--- src/rtl/scalar_broadcast_unit.sv ---
// ---------------------------------------------------------------------------
// scalar_broadcast_unit
//
// Purpose:
//   Takes one scalar operand, either rs1 or a 5-bit immediate, and turns it
//   into a full vector register image. The operand is sized to the selected
//   element width (SEW) and copied into every element slot. The image is
//   streamed out as BEATS beats of OUT_W bits each, with element 0 in the
//   LSBs of beat 0.
//
// Optional feature (compile-time macro SBU_TAIL_ZERO_EN):
//   When defined, element slots whose global index is at or beyond the
//   saturated vl are driven to zero.
//   When undefined, vl_i is ignored and every slot carries the element value.
//
// Ports:
//   clk_i         rising-edge clock
//   rst_i         asynchronous active-high reset
//   chip_enable   block enable; when low the output stream pauses in place
//   in_valid_i    request valid
//   in_ready_o    request accepted when high together with in_valid_i
//   rs1_i         scalar operand (XLEN bits)
//   imm_i         5-bit immediate operand
//   src_sel_i     0 = rs1_i, 1 = imm_i
//   imm_signed_i  1 = sign-extend imm_i, 0 = zero-extend imm_i
//   vsew_i        element width: 00=8, 01=16, 10=32, 11=64
//   vl_i          active element count
//   out_valid_o   beat valid
//   out_ready_i   beat consumed when high together with out_valid_o
//   v_rs1_o       beat data; zero whenever out_valid_o is low
//   beat_idx_o    index of the beat currently presented
//   last_o        high while the final beat is presented
// ---------------------------------------------------------------------------
module scalar_broadcast_unit #(
  parameter  int XLEN  = 64,
  parameter  int VLEN  = 512,
  parameter  int OUT_W = 128,
  localparam int BEATS = VLEN / OUT_W,
  localparam int VL_W  = $clog2(VLEN / 8) + 1,
  localparam int BI_W  = (BEATS > 1) ? $clog2(BEATS) : 1
) (
  input  logic             clk_i,
  input  logic             rst_i,
  input  logic             chip_enable,
  input  logic             in_valid_i,
  output logic             in_ready_o,
  input  logic [XLEN-1:0]  rs1_i,
  input  logic [4:0]       imm_i,
  input  logic             src_sel_i,
  input  logic             imm_signed_i,
  input  logic [1:0]       vsew_i,
  input  logic [VL_W-1:0]  vl_i,
  output logic             out_valid_o,
  input  logic             out_ready_i,
  output logic [OUT_W-1:0] v_rs1_o,
  output logic [BI_W-1:0]  beat_idx_o,
  output logic             last_o
);

  // Number of byte lanes in one output beat.
  localparam int BYTES_PB = OUT_W / 8;

  typedef enum logic {
    IDLE = 1'b0,
    BUSY = 1'b1
  } state_t;

  state_t          state_reg;
  logic [BI_W-1:0] beat_idx_reg;
  logic [63:0]     elem_reg;   // element value, already sized to SEW
  logic [1:0]      sew_reg;

  logic [63:0]     elem_next;
  logic [63:0]     rs1_ext;
  logic [63:0]     imm_ext;
  logic            out_valid;
  logic            last_beat;
  logic            accept;
  logic            handshake;
  logic [OUT_W-1:0] rep_data;
  logic [OUT_W-1:0] beat_data;

  // ------------------------------------------------------------------
  // Element formation at accept time.
  // ------------------------------------------------------------------
  // rs1 is sign-extended to 64 bits. When SEW <= XLEN only the low SEW
  // bits are ever used, so this is simply a truncation. When SEW = 64
  // and XLEN = 32, it gives the required sign extension.
  always_comb begin
    rs1_ext = 64'($signed(rs1_i));
    if (imm_signed_i) begin
      imm_ext = 64'($signed(imm_i));
    end else begin
      imm_ext = 64'(imm_i);
    end
    elem_next = src_sel_i ? imm_ext : rs1_ext;
  end

  // ------------------------------------------------------------------
  // Handshake logic.
  // ------------------------------------------------------------------
  // Disabling the block hides the stream without touching the state, so
  // the same beat is presented again once chip_enable returns.
  assign out_valid  = chip_enable & (state_reg == BUSY);
  assign last_beat  = (beat_idx_reg == BI_W'(BEATS - 1));
  assign last_o     = out_valid & last_beat;

  // A new request may land on the cycle the final beat is consumed.
  // This keeps back-to-back requests free of bubbles.
  assign in_ready_o = chip_enable & ((state_reg == IDLE) | (last_o & out_ready_i));
  assign accept     = in_valid_i & in_ready_o;
  assign handshake  = out_valid & out_ready_i;

`ifdef SBU_TAIL_ZERO_EN
  logic [VL_W-1:0] vl_reg;
  logic [VL_W-1:0] vlmax_next;
  logic [VL_W-1:0] vl_sat_next;

  // VLMAX = VLEN/SEW = (VLEN/8) >> vsew.
  always_comb begin
    vlmax_next  = VL_W'((VLEN / 8) >> vsew_i);
    vl_sat_next = (vl_i > vlmax_next) ? vlmax_next : vl_i;
  end
`else
  // vl only matters when tail zeroing is built in.
  logic unused_vl;
  assign unused_vl = ^vl_i;
`endif

  // ------------------------------------------------------------------
  // Control state machine and captured request.
  // ------------------------------------------------------------------
  always_ff @(posedge clk_i or posedge rst_i) begin
    if (rst_i) begin
      state_reg    <= IDLE;
      beat_idx_reg <= '0;
      elem_reg     <= '0;
      sew_reg      <= '0;
`ifdef SBU_TAIL_ZERO_EN
      vl_reg       <= '0;
`endif
    end else begin
      if (accept) begin
        // A new request always starts at beat 0. This includes the case
        // where it overlaps the last beat of the previous request.
        state_reg    <= BUSY;
        beat_idx_reg <= '0;
        elem_reg     <= elem_next;
        sew_reg      <= vsew_i;
`ifdef SBU_TAIL_ZERO_EN
        vl_reg       <= vl_sat_next;
`endif
      end else if (handshake) begin
        if (last_beat) begin
          state_reg    <= IDLE;
          beat_idx_reg <= '0;
        end else begin
          beat_idx_reg <= beat_idx_reg + 1'b1;
        end
      end
    end
  end

  // ------------------------------------------------------------------
  // Replication of the element across a beat.
  // ------------------------------------------------------------------
  always_comb begin
    rep_data = '0;
    case (sew_reg)
      2'b00:   rep_data = {(OUT_W / 8){elem_reg[7:0]}};
      2'b01:   rep_data = {(OUT_W / 16){elem_reg[15:0]}};
      2'b10:   rep_data = {(OUT_W / 32){elem_reg[31:0]}};
      default: rep_data = {(OUT_W / 64){elem_reg[63:0]}};
    endcase
  end

`ifdef SBU_TAIL_ZERO_EN
  // Each byte lane works out the global index of the element it belongs
  // to. It keeps its byte only if that index is below the saturated vl.
  //   elements per beat      = BYTES_PB >> sew
  //   element within the beat = lane >> sew
  genvar gi;
  generate
    for (gi = 0; gi < BYTES_PB; gi++) begin : g_lane
      logic [31:0] elem_gidx;
      logic        lane_keep;
      assign elem_gidx = 32'(beat_idx_reg) * (32'(BYTES_PB) >> sew_reg)
                       + (32'(gi) >> sew_reg);
      assign lane_keep = (elem_gidx < 32'(vl_reg));
      assign beat_data[gi*8 +: 8] = lane_keep ? rep_data[gi*8 +: 8] : 8'd0;
    end
  endgenerate
`else
  assign beat_data = rep_data;
`endif

  // ------------------------------------------------------------------
  // Outputs.
  // ------------------------------------------------------------------
  assign out_valid_o = out_valid;
  assign beat_idx_o  = beat_idx_reg;
  assign v_rs1_o     = out_valid ? beat_data : '0;

endmodule

--- config.mk ---
export PLATFORM = sky130hd
export DESIGN_NAME = scalar_broadcast_unit
export DESIGN_NICKNAME = d
export VERILOG_FILES = /design/src/rtl/scalar_broadcast_unit.sv
export SDC_FILE = /design/constraint.sdc
export NUM_CORES = 1
export LEC_CHECK = 0
export CORE_ASPECT_RATIO = 0.7
export CORE_MARGIN = 4
export CORE_UTILIZATION = 46
export CTS_CLUSTER_SIZE = 20
export DETAILED_ROUTE_END_ITERATION = 10
export PLACE_DENSITY = 0.86
export REMOVE_ABC_BUFFERS = 1
export SETUP_SLACK_MARGIN = 0.3
export SYNTH_ARGS = -nofsm -noshare
export SYNTH_HDL_FRONTEND = slang
export SYNTH_SLANG_ARGS = --single-unit
--- constraint.sdc ---
create_clock -name clk_i -period 4.9 [get_ports clk_i]
set_clock_uncertainty 0.15 [all_clocks]
set_input_delay 0.98 -clock clk_i [delete_from_list [all_inputs] [get_ports clk_i]]
set_output_delay 0.98 -clock clk_i [all_outputs]
set_load 0.05 [all_outputs]
==> results.yml <==
clock_network:
  htreeDepth: 3
  insertion_delay_ns: 0.33
  clock_path_buffers: 2
  ctsRootBufferMaster: "clkbuf_16"
  holdBufCountCts: 0
  post_cts_resize_count: 0
  cts_setup_buffers: 0
  cts_sinks: 69
  clk_pin_slew_ns: 0.05
  cts_buffers: 9
  cts_tree: "built"
worst_hold_path:
  hold_depth: 1
  hold_class: "reg -> reg"
synth:
  synth_cell_types: 30
  syn_area_per_cell_um2: 9.02
  post_synth_and_or_nand_nor_area_fraction: 0.0703
  ys.warnings.count: 0
  synthCells: 546
  synth_top_area_frac: 0.350
  yosysMostFrequentCell: "buf_4"
  synth-adder-area-share: 0.00254
  synth_top_family_by_area: "multiplexers"
  synth.cell_area_mm2: 0.00493
  synth-xor-area-share: 0.00330
  synth_area_leaders: "dfrtp_1 35%, mux2_2 14%, buf_4 11%"
  ys_ff_latch: 69
  yosysTopAreaCell: "dfrtp_1"
  synthMuxAreaShare: 0.238
  synth_commonest_cells: "70 x buf_4, 69 x dfrtp_1, 68 x inv_1, 67 x o21ai_0, 61 x mux2_2"
  synth_compound_area_frac: 0.136
  synth_edf_count: 0
  synthArstFlopShare: 1.00
  yosysSeqAreaShare: 0.350
  synth_top_flop_cell: "dfrtp_1"
routing:
  drt_iter0_drc: 228
  drc_errors: 0
  via_per_inst: 5.37
  wire_per_inst_um: 17.6
  ant_nets: 0
  firstDrtPassIters: 4
  wirelength_um: 14200
  vias: 4331
cells_and_area:
  drive_above_1_share: 0.321
  antenna_cells: 0
  nNetsFinal: 756
  largest_register_ff_count: 64
  fill_cells: 876
  area_delta_synth_final_pct: 33.7
setup_path:
  end_kind: "output pin"
  cp_slowest_cell: "clkdlybuf4s50_1"
  critPathLaunchType: "primary input"
  crit_chain: "clkdlybuf4s50_1 -> nand2_2 -> clkinvlp_4 -> o21ai_0 -> a21oi_1 -> buf_4"
  required_ns: 3.77
  max_stage_delay_ns: 0.76
  crit_type: "in -> out"
  critPathMaxFanout: 19
  reg2reg_depth: 5
  arrival_ns: 3.23
floorplanning:
  ioPinCount: 218
  core-area_mm2: 0.0104
  dieArea_mm2: 0.0125
  rows: 31
  start_util: 0.474
  die_width_um: 132
  die_h_um: 94.6
run_status:
  status: "complete, no violations"
timing:
  setup_viol: 0
  tightest_slew_ns: 1.05
  whs_ns: 0.358
  period_share: 0.890
  fmax_mhz: 229
  rsz0062_at_grt: "no"
  max_slew_margin: 0.299
  final.min_clock_period_ns: 4.36
  final_hold_viol_count: 0
  finalMaxSlewViolations: 0
global_routing:
  grt_pass1_vias: 4440
  antenna_found_initial: 0
  grt_start_max_net_pins: 69
  grtUsageTotal: 0.225
  grt_overflow: 0
  grt_pass1_wl_um: 22500
power:
  total_power_mw: 5.36
  vdd_ir_drop_max_v: 0.000514
  powerDensity_mw_per_mm2: 814
  p_leak_nw: 3.23
placement:
  finalWeightedCongestion: 0.845
  hpwl_um: 10100
  io_buffers: 210
run:
  max-cap-violations: 0
## cell families (layout without fill, tap and decap cells)
group                    count (synthesis)  after routing
AND/OR/NAND/NOR                         81             81
adder cells (fa/ha/maj)                  1              1
AO/OA/AOI/OAI                          119            119
XOR/XNOR                                 1              1
buffers and inverters                  172            301
multiplexers                           103            103
flip-flops                              69             69
## cell type report
cell class              instances  area (um^2)  area share
clock buffers                  12          256      0.0389
inverters                      69          263      0.0399
well taps                     132          165      0.0251
repair buffers                216         1880       0.286
clock inverters                 4         70.1      0.0106
multi-input cells             305         2220       0.337
flip-flops and latches         69         1730       0.263
## critical path: cells and delay by family
family | cells | cell delay, ns
AOI/OAI and AO/OA | 2 | 0.46
buffers and inverters | 3 | 1.39
and+or+nand+nor | 1 | 0.39
## cells in the final DEF, fill, tap and decap left out, types with 2 or more instances in the layout
cell type	n
clkbuf_8	2
dfrtp_1	67
dfrtp_2	2
nand3_1	3
clkinv_2	2
mux2_1	7
and3_1	9
inv_1	67
mux2_2	61
a21oi_1	34
a222oi_1	8
clkbuf_16	9
buf_4	117
mux2_4	11
nand2_1	39
nor2_1	24
mux2i_1	24
buf_12	2
o21ai_0	67
a211oi_1	8
clkdlybuf4s50_1	96
bufinv_16	2
## routing by layer
layer / up-vias / track usage / wire length, um
met3: 21 / 0.0634 / 1150
met4: 0 / 0.0935 / 252
met5: - / 0 / 0
met1: 2097 / 0.282 / 6060
li1: 2013 / - / -
met2: 200 / 0.370 / 6720
## worst paths after layout
path                                                  to                       from  slack, ns
max in group asynchronous       elem_reg[40]$_DFFE_PP0P_                      rst_i       2.64
worst min-delay path            elem_reg[35]$_DFFE_PP0P_   elem_reg[35]$_DFFE_PP0P_       0.36
worst min register to register  elem_reg[35]$_DFFE_PP0P_   elem_reg[35]$_DFFE_PP0P_       0.36
min in group asynchronous         sew_reg[1]$_DFFE_PP0P_                      rst_i       1.02
worst max register to register    sew_reg[0]$_DFFE_PP0P_  beat_idx_o[0]$_DFFE_PP0P_       2.53
worst max-delay path                         v_rs1_o[91]                chip_enable       0.54
## report_power, final
group	switching, mW	leakage [nW]	total [mW]	internal, mW
sequential	0.287	0.862	1.12	0.837
clock	0.237	0.163	0.708	0.472
combinational	2.37	2.20	3.53	1.16
## per-stage QoR
stage               setup WS, ns  instances  area [um^2]  TNS (ns)   util
detailed placement         0.471        791         6260         0  0.602
global route               0.329        807         6590         0  0.634
floorplan                 -0.129        443         4200     -2.06      -
finish                     0.540        807         6590         0  0.634
global placement           0.537        791         6260         0  0.602
CTS                        0.443        807         6580         0  0.633
Power figures use the tool's default switching activity.
